[src/rtl/cpu_types_pkg.sv]
// Shared types for the request unit: FSM state encoding and watchdog width.
package cpu_types_pkg;

    typedef enum logic [1:0] {
        FETCH  = 2'd0,
        DATA   = 2'd1,
        HALTED = 2'd2
    } reqstate_t;

    localparam int unsigned WdogWidth = 8;

endpackage

[src/rtl/request_unit_if.sv]
// Control-unit / memory handshake bundle for request_unit.
interface request_unit_if;

    logic cu_iREN;
    logic cu_dREN;
    logic cu_dWEN;
    logic cu_halt;
    logic ihit;
    logic dhit;
    logic iREN;
    logic dREN;
    logic dWEN;
    logic pcEN;
    logic halt;
    logic timeout_err;

    modport master (
        input  cu_iREN, cu_dREN, cu_dWEN, cu_halt, ihit, dhit,
        output iREN, dREN, dWEN, pcEN, halt, timeout_err
    );

    modport slave (
        output cu_iREN, cu_dREN, cu_dWEN, cu_halt, ihit, dhit,
        input  iREN, dREN, dWEN, pcEN, halt, timeout_err
    );

endinterface

[src/rtl/req_watchdog.sv]
// Saturating data-access watchdog; expired fires in the cycle whose count-up
// would reach TIMEOUT_CYCLES.
module req_watchdog
    import cpu_types_pkg::*;
#(
    parameter int unsigned TIMEOUT_CYCLES = 255
) (
    input  logic CLK,
    input  logic nRST,
    input  logic clear,
    input  logic count_en,
    output logic expired
);

    localparam logic [WdogWidth-1:0] Limit = WdogWidth'(TIMEOUT_CYCLES);

    logic [WdogWidth-1:0] count_q, count_d;

    always_comb begin
        count_d = count_q;
        if (clear) begin
            count_d = '0;
        end else if (count_en && (count_q != '1)) begin
            count_d = count_q + 1'b1;
        end
    end

    assign expired = count_en && !clear && (count_q >= (Limit - 1'b1));

    always_ff @(posedge CLK or negedge nRST) begin
        if (!nRST) begin
            count_q <= '0;
        end else begin
            count_q <= count_d;
        end
    end

endmodule

[src/rtl/request_unit.sv]
// Fetch/data/halt request sequencer. Define REQUEST_TIMEOUT_EN to add the
// data-access watchdog (req_watchdog) and a live timeout_err flag.
module request_unit
    import cpu_types_pkg::*;
#(
    parameter int unsigned TIMEOUT_CYCLES = 255
) (
    input  logic           CLK,
    input  logic           nRST,
    request_unit_if.master bus
);

    if (TIMEOUT_CYCLES < 1 || TIMEOUT_CYCLES > 255) begin : g_param_check
        $error("TIMEOUT_CYCLES out of range 1..255");
    end

    reqstate_t state_q, state_d;
    logic      dren_q, dren_d;
    logic      dwen_q, dwen_d;
    logic      pcen_q, pcen;
    logic      ihit_ok;

`ifdef REQUEST_TIMEOUT_EN
    logic terr_q, terr_d;
    logic wd_clear, wd_cnt_en, wd_expired;

    req_watchdog #(
        .TIMEOUT_CYCLES(TIMEOUT_CYCLES)
    ) u_watchdog (
        .CLK      (CLK),
        .nRST     (nRST),
        .clear    (wd_clear),
        .count_en (wd_cnt_en),
        .expired  (wd_expired)
    );
`endif

    // An ihit in the cycle right after a PC advance belongs to the old PC.
    assign ihit_ok = bus.ihit & ~pcen_q;

    always_comb begin
        state_d = state_q;
        dren_d  = dren_q;
        dwen_d  = dwen_q;
        pcen    = 1'b0;
`ifdef REQUEST_TIMEOUT_EN
        terr_d    = terr_q;
        wd_clear  = 1'b0;
        wd_cnt_en = 1'b0;
`endif
        case (state_q)
            FETCH: begin
                dren_d = 1'b0;
                dwen_d = 1'b0;
                if (ihit_ok) begin
                    if (bus.cu_dREN | bus.cu_dWEN) begin
                        state_d = DATA;
                        dwen_d  = bus.cu_dWEN;
                        dren_d  = bus.cu_dREN & ~bus.cu_dWEN;
`ifdef REQUEST_TIMEOUT_EN
                        wd_clear = 1'b1;
`endif
                    end else if (bus.cu_halt) begin
                        state_d = HALTED;
                    end else begin
                        pcen = 1'b1;
                    end
                end
            end
            DATA: begin
                if (bus.dhit) begin
                    pcen    = 1'b1;
                    dren_d  = 1'b0;
                    dwen_d  = 1'b0;
                    state_d = FETCH;
                end else begin
`ifdef REQUEST_TIMEOUT_EN
                    wd_cnt_en = 1'b1;
                    if (wd_expired) begin
                        state_d = HALTED;
                        dren_d  = 1'b0;
                        dwen_d  = 1'b0;
                        terr_d  = 1'b1;
                    end
`endif
                end
            end
            HALTED: begin
                dren_d = 1'b0;
                dwen_d = 1'b0;
            end
            default: begin
                state_d = HALTED;
                dren_d  = 1'b0;
                dwen_d  = 1'b0;
            end
        endcase
    end

    always_ff @(posedge CLK or negedge nRST) begin
        if (!nRST) begin
            state_q <= FETCH;
            dren_q  <= 1'b0;
            dwen_q  <= 1'b0;
            pcen_q  <= 1'b0;
        end else begin
            state_q <= state_d;
            dren_q  <= dren_d;
            dwen_q  <= dwen_d;
            pcen_q  <= pcen;
        end
    end

`ifdef REQUEST_TIMEOUT_EN
    always_ff @(posedge CLK or negedge nRST) begin
        if (!nRST) begin
            terr_q <= 1'b0;
        end else begin
            terr_q <= terr_d;
        end
    end
    assign bus.timeout_err = terr_q;
`else
    assign bus.timeout_err = 1'b0;
`endif

    assign bus.iREN = bus.cu_iREN & (state_q != DATA) & (state_q != HALTED);
    assign bus.dREN = dren_q;
    assign bus.dWEN = dwen_q;
    assign bus.pcEN = pcen;
    assign bus.halt = (state_q == HALTED);

endmodule

[src/flat_wrapper.sv]
// flat-port wrapper written by rule: the top's interface ports become plain ports
module request_unit_flat import cpu_types_pkg::*;
#(
    parameter int unsigned TIMEOUT_CYCLES = 255
)
  (CLK, nRST, bus_cu_iREN, bus_cu_dREN, bus_cu_dWEN, bus_cu_halt, bus_ihit, bus_dhit, bus_iREN, bus_dREN, bus_dWEN, bus_pcEN, bus_halt, bus_timeout_err);
  request_unit_if bus_i ();
  input  logic CLK;
  input  logic nRST;
  input wire logic [$bits(bus_i.cu_iREN)-1:0] bus_cu_iREN;
  input wire logic [$bits(bus_i.cu_dREN)-1:0] bus_cu_dREN;
  input wire logic [$bits(bus_i.cu_dWEN)-1:0] bus_cu_dWEN;
  input wire logic [$bits(bus_i.cu_halt)-1:0] bus_cu_halt;
  input wire logic [$bits(bus_i.ihit)-1:0] bus_ihit;
  input wire logic [$bits(bus_i.dhit)-1:0] bus_dhit;
  output wire logic [$bits(bus_i.iREN)-1:0] bus_iREN;
  output wire logic [$bits(bus_i.dREN)-1:0] bus_dREN;
  output wire logic [$bits(bus_i.dWEN)-1:0] bus_dWEN;
  output wire logic [$bits(bus_i.pcEN)-1:0] bus_pcEN;
  output wire logic [$bits(bus_i.halt)-1:0] bus_halt;
  output wire logic [$bits(bus_i.timeout_err)-1:0] bus_timeout_err;
  assign bus_i.cu_iREN = bus_cu_iREN;
  assign bus_i.cu_dREN = bus_cu_dREN;
  assign bus_i.cu_dWEN = bus_cu_dWEN;
  assign bus_i.cu_halt = bus_cu_halt;
  assign bus_i.ihit = bus_ihit;
  assign bus_i.dhit = bus_dhit;
  assign bus_iREN = bus_i.iREN;
  assign bus_dREN = bus_i.dREN;
  assign bus_dWEN = bus_i.dWEN;
  assign bus_pcEN = bus_i.pcEN;
  assign bus_halt = bus_i.halt;
  assign bus_timeout_err = bus_i.timeout_err;
  request_unit #(.TIMEOUT_CYCLES(TIMEOUT_CYCLES)) u_core (.CLK(CLK), .nRST(nRST), .bus(bus_i));
endmodule
[config.mk]
export PLATFORM = sky130hd
export DESIGN_NAME = request_unit_flat
export DESIGN_NICKNAME = d
export VERILOG_FILES = /design/src/rtl/cpu_types_pkg.sv /design/src/rtl/request_unit_if.sv /design/src/rtl/req_watchdog.sv /design/src/rtl/request_unit.sv /design/src/flat_wrapper.sv
export SDC_FILE = /design/constraint.sdc
export NUM_CORES = 1
export LEC_CHECK = 0
export ABC_CLOCK_PERIOD_IN_PS = 1400
export CORE_AREA = 4 4 41 43
export DETAILED_ROUTE_END_ITERATION = 12
export DIE_AREA = 0 0 45 47
export PLACE_DENSITY = 0.58
export REMOVE_ABC_BUFFERS = 1
export SYNTH_ARGS = -nofsm -noshare
export SYNTH_HDL_FRONTEND = slang
export SYNTH_SLANG_ARGS = --single-unit
[constraint.sdc]
create_clock -name CLK -period 1.4 [get_ports CLK]
set_clock_uncertainty 0.05 [all_clocks]
set_input_delay 0.14 -clock CLK [delete_from_list [all_inputs] [get_ports CLK]]
set_output_delay 0.14 -clock CLK [all_outputs]
set_load 0.05 [all_outputs]
---- After elaboration in Yosys (flattened, before gate mapping) ----
Index checks and enable logic that the tools add are counted.
operators by class
  equal/unequal tests ..................... 7
  multiplexer cells ....................... 17
  bitwise gates (word level) .............. 8
  reductions and logical operators ........ 2
operators by type and width
  operator            number
  $mux 1              9
  $mux 2              4
  $pmux 1 s2          3
  $pmux 2 s3          1
  $and 1x1->1         4
  $ne 2x1->1 const B  2
  $ne 2x2->1 const B  2
  $reduce_and 4->1    1
  $ne 3x2->1 const B  1
  $not 1->1           3
  $eq 2x1->1 const B  1
  $eq 2x2->1 const B  1
  $logic_not 2->1     1
  $or 1x1->1          1
storage, ports and cells
  register bits ........................... 5
  word-level logic and storage cells ...... 38

---- Depth between registers and ports, before layout ----
  depth in word-level cells ............... 5
  depth in mapped cells ................... 2
  mapped depth without buffers ............ 2

---- Worst setup path after synthesis ----
No wires, ideal clock.
  path type ............................... register -> output
  start ................................... register u_core.state_q[0]
  end ..................................... output port bus_iREN
  data arrival time ....................... 1,933 ps
  required time ........................... 1,210 ps
  setup slack ............................. -723 ps
  cell stages (with the launch flop) ...... 3
  path through ............................ dfrtp_1 -> and2b_2 -> nor3b_1
between the ends
  longest elaborated chain between the ends .. 3
ends and longest elaborated chain
  what                    line                 source
  from (decl)             request_unit.sv:17   reqstate_t state_q, state_d;
  from (signal assigned)  request_unit.sv:107  state_q <= state_d;
  $ne 2x1->1              request_unit.sv:127  assign bus.iREN = bus.cu_iREN & (state_q != DATA) & (state_q != HALTED);
  $and 1x1->1             request_unit.sv:127
  $and 1x1->1 *           request_unit.sv:127
  to (decl)               flat_wrapper.sv:16   output wire logic [$bits(bus_i.iREN)-1:0] bus_iREN;
Mark *: on every way between the ends. The rest lies on a longest branch, timed or not.

---- Worst setup path after layout ----
  start ................................... register u_core.state_q[1]
  end ..................................... output port bus_pcEN
between the ends
  longest elaborated chain between the ends .. 2
ends and longest elaborated chain
  what                                                  line                source
  $eq 2x1->1 / $logic_not 2->1 (equally long branches)  request_unit.sv:51  case (state_q)
  $pmux 1 s2 *                                          request_unit.sv:51
  to (decl)                                             flat_wrapper.sv:19  output wire logic [$bits(bus_i.pcEN)-1:0] bus_pcEN;
Marked as above.

==> metrics.md <==
| Metric | Value |
|---|---|
| P_leak | ~0.26 nW |
| Ant. Diodes | 0 |
| Via count | 256 |
| Post-synth EDFFs | 0 |
| Clk pwr share | 0.167 |
| Iter 0 DRT Violations | 4 |
| Synth top area cells | dfrtp_1 48%, nor4b_4 9.1%, a22o_1 6.7% |
| Period minus WS final | roughly 1.6 ns |
| Logic pwr share | 0.605 |
| Placed Area | ~460 um2 |
| Grt ovf | 0 |
| Pint | roughly 640 uW |
| Hold crit path type | in -> async |
| CORE AREA | roughly 1300 um2 |
| Crit. End Element | primary output |
| Top Family by Delay on Critical Path | flip-flops |
| Post-route ant nets | 0 |
| Setup ws final | -0.151 ns |
| Hold Slack | 0.0766 ns |
| Multiplexer area fraction after synthesis | 0 |
| Final setup vio count | 2 |
| Worst Setup Start Kind | register |
| Max cap viols | 0 |
| RSZ-0062 raised after global routing | yes |
| Cts bufs inserted | 3 |
| Pwr dens | approximately 1800 nW/um2 |
| Reg clk slew, reported paths | approximately 0.040 ns |
| Async S/R FF share, synth | 1.00 |
| FF+latch count, synth | 5 |
| Gpl congestion | a little over 0.7 |
| Worst-Skew Late Latency | around 0.24 ns |
| FMAX | around 0.64 GHz |
| Root buffer cell | clkbuf_4 |
| Buf/Inv on CP | 1 |
| Synthesized cell area | 260 um2 |
| Die width | 45 um |
| Ports | 14 |
| Fillcell total | 142 |
| Clk sinks | 5 |
| Starting Density | 0.200 |
| Post-route cell area | approximately 550 um2 |
| Total negative slack | -0.244 ns |
| Via density | around 4.3 |
| Synth Instances | 22 |
| Die Y | approximately 47 um |
| Final design utilization | 0.424 |
| Post-Synth XOR/XNOR Area | 0 |
| Post-synthesis sequential area ratio | 0.481 |
| Area delta synth->final | 112% |
| Clock buffer depth | 2 |
| Share of power burned in registers | 0.228 |
| First-pass GRT wire length | 1250 um |
| Simple-gate share of the synthesized area | 0.264 |
| Router iterations before antenna repair | 2 |
| Net Sw Power | ~390 uW |
| Adder-Cell Fraction of Synth Area | 0 |
| CTS tree | yes |
| Layout Nets | 54 |
| Synth Flop Type | dfrtp_1 |
| Share of cells above drive strength 1 | 0.556 |
| Crit path cell chain | nor4b_4 > a22o_1 > buf_12 |
| IO buf count | 12 |
| DR WL/cell | between 10 and 15 um |
| Crit path max fanout | 5 |
| Pin count of the biggest net entering global routing | 6 |
| Worst path max stage delay | approximately 0.44 ns |
| Sw Ratio | 0.377 |
| Vias in the first global route | about 300 |
| Crit path DAT | 1.36 ns |
| CP Class | reg -> out |
| DRC viols | 0 |
| Post-synthesis compound-gate area fraction | 0.183 |
| CTS H-tree depth | 1 |
| Outcome | complete, but fails checks |
| Synth area leader | dfrtp_1 |
| Total length of routed wires | a little over 700 um |
| Worst IR drop on VDD | 658 uV |
| Slew Limit Fails | 0 |
| Largest family of logic cells by synthesized area | simple AND/OR/NAND/NOR gates |
| Failing checks | negative setup slack |
| Final period util | 1.11 |
| Site Rows | 13 |
| WP data required | 1.21 ns |
| Tot GR Track Use | 0.0874 |
| Die area | ~2100 um2 |
| Yosys cell types | 15 |
| Initial antenna violation count | 0 |
| Yosys top cell area share | 0.481 |
| Post-Syn Area per Cell | about 12 um2 |
| Ys Warns | 0 |
| Final hold viol count | 0 |
| Highest-delay cell along the critical path | dfrtp_2 |
[power by group through the flow]
stage          Sequential, mW  Combinational [mW]  Clock (mW)
4_1_cts                 0.232               0.561       0.177
3_5_place_dp            0.232               0.507           0
3_3_place_gp            0.229               0.503           0
6_report                0.232               0.617       0.170
5_1_grt                 0.240               0.650       0.183
2_1_floorplan           0.245               0.224           0
[repair_timing]
action / 4_1_cts / 5_1_grt
hold buffers: 0 / 0
endpoints found under the setup margin: 2 / 3
pin swaps: 2 / 1
gates resized for setup: 3 / 3
setup buffers: 3 / 3
[metal layers]
layer | up-vias | track usage | wire [um]
met5 | - | 0 | 0
met1 | 116 | 0.0787 | 271
met3 | 2 | 0.0383 | 94
met2 | 15 | 0.144 | 332
met4 | 0 | 0.0877 | 18
li1 | 123 | - | -
[logic make-up (layout without fill, tap and decap cells)]
logic type	Yosys count	after routing
compound gates	5	5
buf+inv	3	26
flops	5	5
other cells	1	1
simple gates	8	8
[through the flow]
stage | std cells | power, mW | setup WS [ns]
after floorplan | 21 | 0.469 | -0.723
after global placement | 50 | 0.732 | 0.0269
after detailed placement | 50 | 0.739 | -0.0134
after CTS | 57 | 0.970 | -0.152
after global routing | 60 | 1.07 | -0.209
final | 60 | 1.02 | -0.151
[area by class of cell]
type | instances | area (um2) | area share
repair buffers | 20 | 234 | 0.424
inverters | 2 | 7.51 | 0.0136
multi-input cells | 14 | 139 | 0.252
clock buffers | 4 | 26.3 | 0.0476
well taps | 15 | 18.8 | 0.0340
flip-flops and latches | 5 | 126 | 0.229
[synth_stat cells, types with 2 or more instances]
| cell | instances |
|---|---|
| dfrtp_1 | 5 |
| a22o_1 | 2 |
| nor3b_1 | 2 |
| inv_1 | 2 |
[worst register-to-register path, stage by stage, from the launching register on]
cell	delay, ns
dfrtp_1	0.42
nor2b_2	0.19
a22o_1	0.27
buf_4	0.15
buf_4	0.12
[worst paths after layout]
kind | startpoint | endpoint | slack, ns | depth (start not counted)
min reg2reg | u_core.state_q[1]$_DFFE_PN0P_ | u_core.state_q[1]$_DFFE_PN0P_ | 0.50 | 1
min in group CLK | u_core.state_q[1]$_DFFE_PN0P_ | u_core.state_q[1]$_DFFE_PN0P_ | 0.50 | 1
max | u_core.state_q[1]$_DFFE_PN0P_ | bus_pcEN | -0.15 | 3
max reg2reg | u_core.state_q[0]$_DFFE_PN0P_ | u_core.pcen_q$_DFF_PN0_ | 0.10 | 4
max in group asynchronous | nRST | u_core.state_q[1]$_DFFE_PN0P_ | 1.01 | 1
min | nRST | u_core.bus.dWEN$_DFFE_PN0P_ | 0.08 | 1
[flip-flops by register name (all words and copies together), names as in the netlist]
register         flops
u_core.bus.dWEN      1
u_core.pcen_q        1
u_core.bus.dREN      1
u_core.state_q       2
[cells in the final DEF, fill, tap and decap left out, drive strengths merged]
| master | instances |
|---|---|
| a41o | 1 |
| and2b | 1 |
| conb | 1 |
| buf | 13 |
| a21o | 1 |
| nor4b | 1 |
| nor3 | 1 |
| clkdlybuf4s50 | 7 |
| inv | 2 |
| nor2b | 1 |
| nor2 | 1 |
| a22o | 2 |
| dfrtp | 5 |
| a32o | 1 |
| clkbuf | 4 |
| or2 | 1 |
| nor3b | 2 |
No activity file was read; power rests on OpenSTA's default activity.
==> variant (same flow settings) <==
Encoding of `reqstate_t`: now one-hot (3 bits for 3 states).
--- a/src/rtl/cpu_types_pkg.sv
+++ b/src/rtl/cpu_types_pkg.sv
@@ -3,6 +3,6 @@
 
-    typedef enum logic [1:0] {
-        FETCH  = 2'd0,
-        DATA   = 2'd1,
-        HALTED = 2'd2
+    typedef enum logic [2:0] {
+        FETCH  = 3'b001,
+        DATA   = 3'b010,
+        HALTED = 3'b100
     } reqstate_t;
Behaviour: no difference found for any inputs over 10 cycles, from zero or initial values and one cycle with nRST low; not proved beyond that.
==> variant against the original RTL <==
The flow still finishes with violations (negative setup slack). Final cell count up 13%. Wire length up 7.3%. Fmax down 2.5%. Cell area up 17%. Area after synthesis up 29%. Sequential cell count up 1. Highest routed layer is now met3. Worst setup slack worse by 41 ps. Critical endpoint unchanged.
Power is left out: it rests on default switching activity, and per cell area and clock period it moved more than threefold.
==> variant: results (changes against the original RTL) <==
- Status: complete, but fails checks
- Failing checks: negative setup slack
- Max reg flops: 3 (+1)
- Met2 track demand over resource: 14.7% (+0.28 points)
- Synth unique cells: 24 (+9)
- Synth cell count leaders: dfrtp_1, a21oi_1, inv_1
- Placed instance area: 563 sq um (+23%)
- Post-Layout Cell Count: 68 (+13%)
- Sequential cell area fraction in the yosys report: 45.0% (-3.1 points)
- Area grow syn2layout: 92.6%
- WL final: 768 um (+7.3%)
- Met3 WL: 86 um (-8.5%)
- Global-route wire length before repair: 1280 um (+2.2%)
- Multi-input logic cell count: 21 (+7)
- Mapped Cells: 30 (+36%)
- DP Worst Slack: -229 ps (-216 ps)
- GR Util All Layers: 8.74% (about the same)
- Grt met3 use: 3.07% (-0.77 points)
- Met1 Track Usage GR: 8.78% (+0.91 points)
- Area of the multi-input gates: 213 sq um (+53%)
- Routability cong.: 0.756 (+5.3%)
- ClkCell Share: 4.05% (-0.71 points)
- Wl on met1: 300 um (+11%)
- Endpoints failing setup: 5 (+3)
- Synthesized area per cell: 11.2 sq um (-5.2%)
- Setup ws final: -191 ps (-40.6 ps)
- Top Metal Used: met3
- Vias in the first global route: 335 (+11%)
- Met2 wire length: 382 um (+15%)
- Resized cells post-CTS: 5 (+2)
[variant: logic make-up (layout without fill, tap and decap cells)]
family | after synthesis | after routing | share of synthesized area, %
xor+xnor | 1 | 1 | 2.60
flops | 6 | 6 | 45.0
buf+inv | 3 | 26 | 4.46
compound gates | 9 | 9 | 20.8
other cells | 1 | 1 | 1.11
simple gates | 10 | 10 | 26.0
[variant: worst paths after layout]
kind                                               start                            end  slack (ps)  depth (start not counted)
setup / recovery           u_core.state_q[0]$_DFFE_PN1P_                       bus_pcEN        -190                          4
hold / removal                                      nRST    u_core.bus.dREN$_DFFE_PN0P_          80                          1
setup reg to reg           u_core.state_q[0]$_DFFE_PN1P_    u_core.bus.dREN$_DFFE_PN0P_         -80                          5
hold reg to reg            u_core.state_q[2]$_DFFE_PN0P_  u_core.state_q[0]$_DFFE_PN1P_         490                          1
max in group asynchronous                           nRST  u_core.state_q[0]$_DFFE_PN1P_         930                          1
min in group CLK           u_core.state_q[2]$_DFFE_PN0P_  u_core.state_q[0]$_DFFE_PN1P_         490                          1
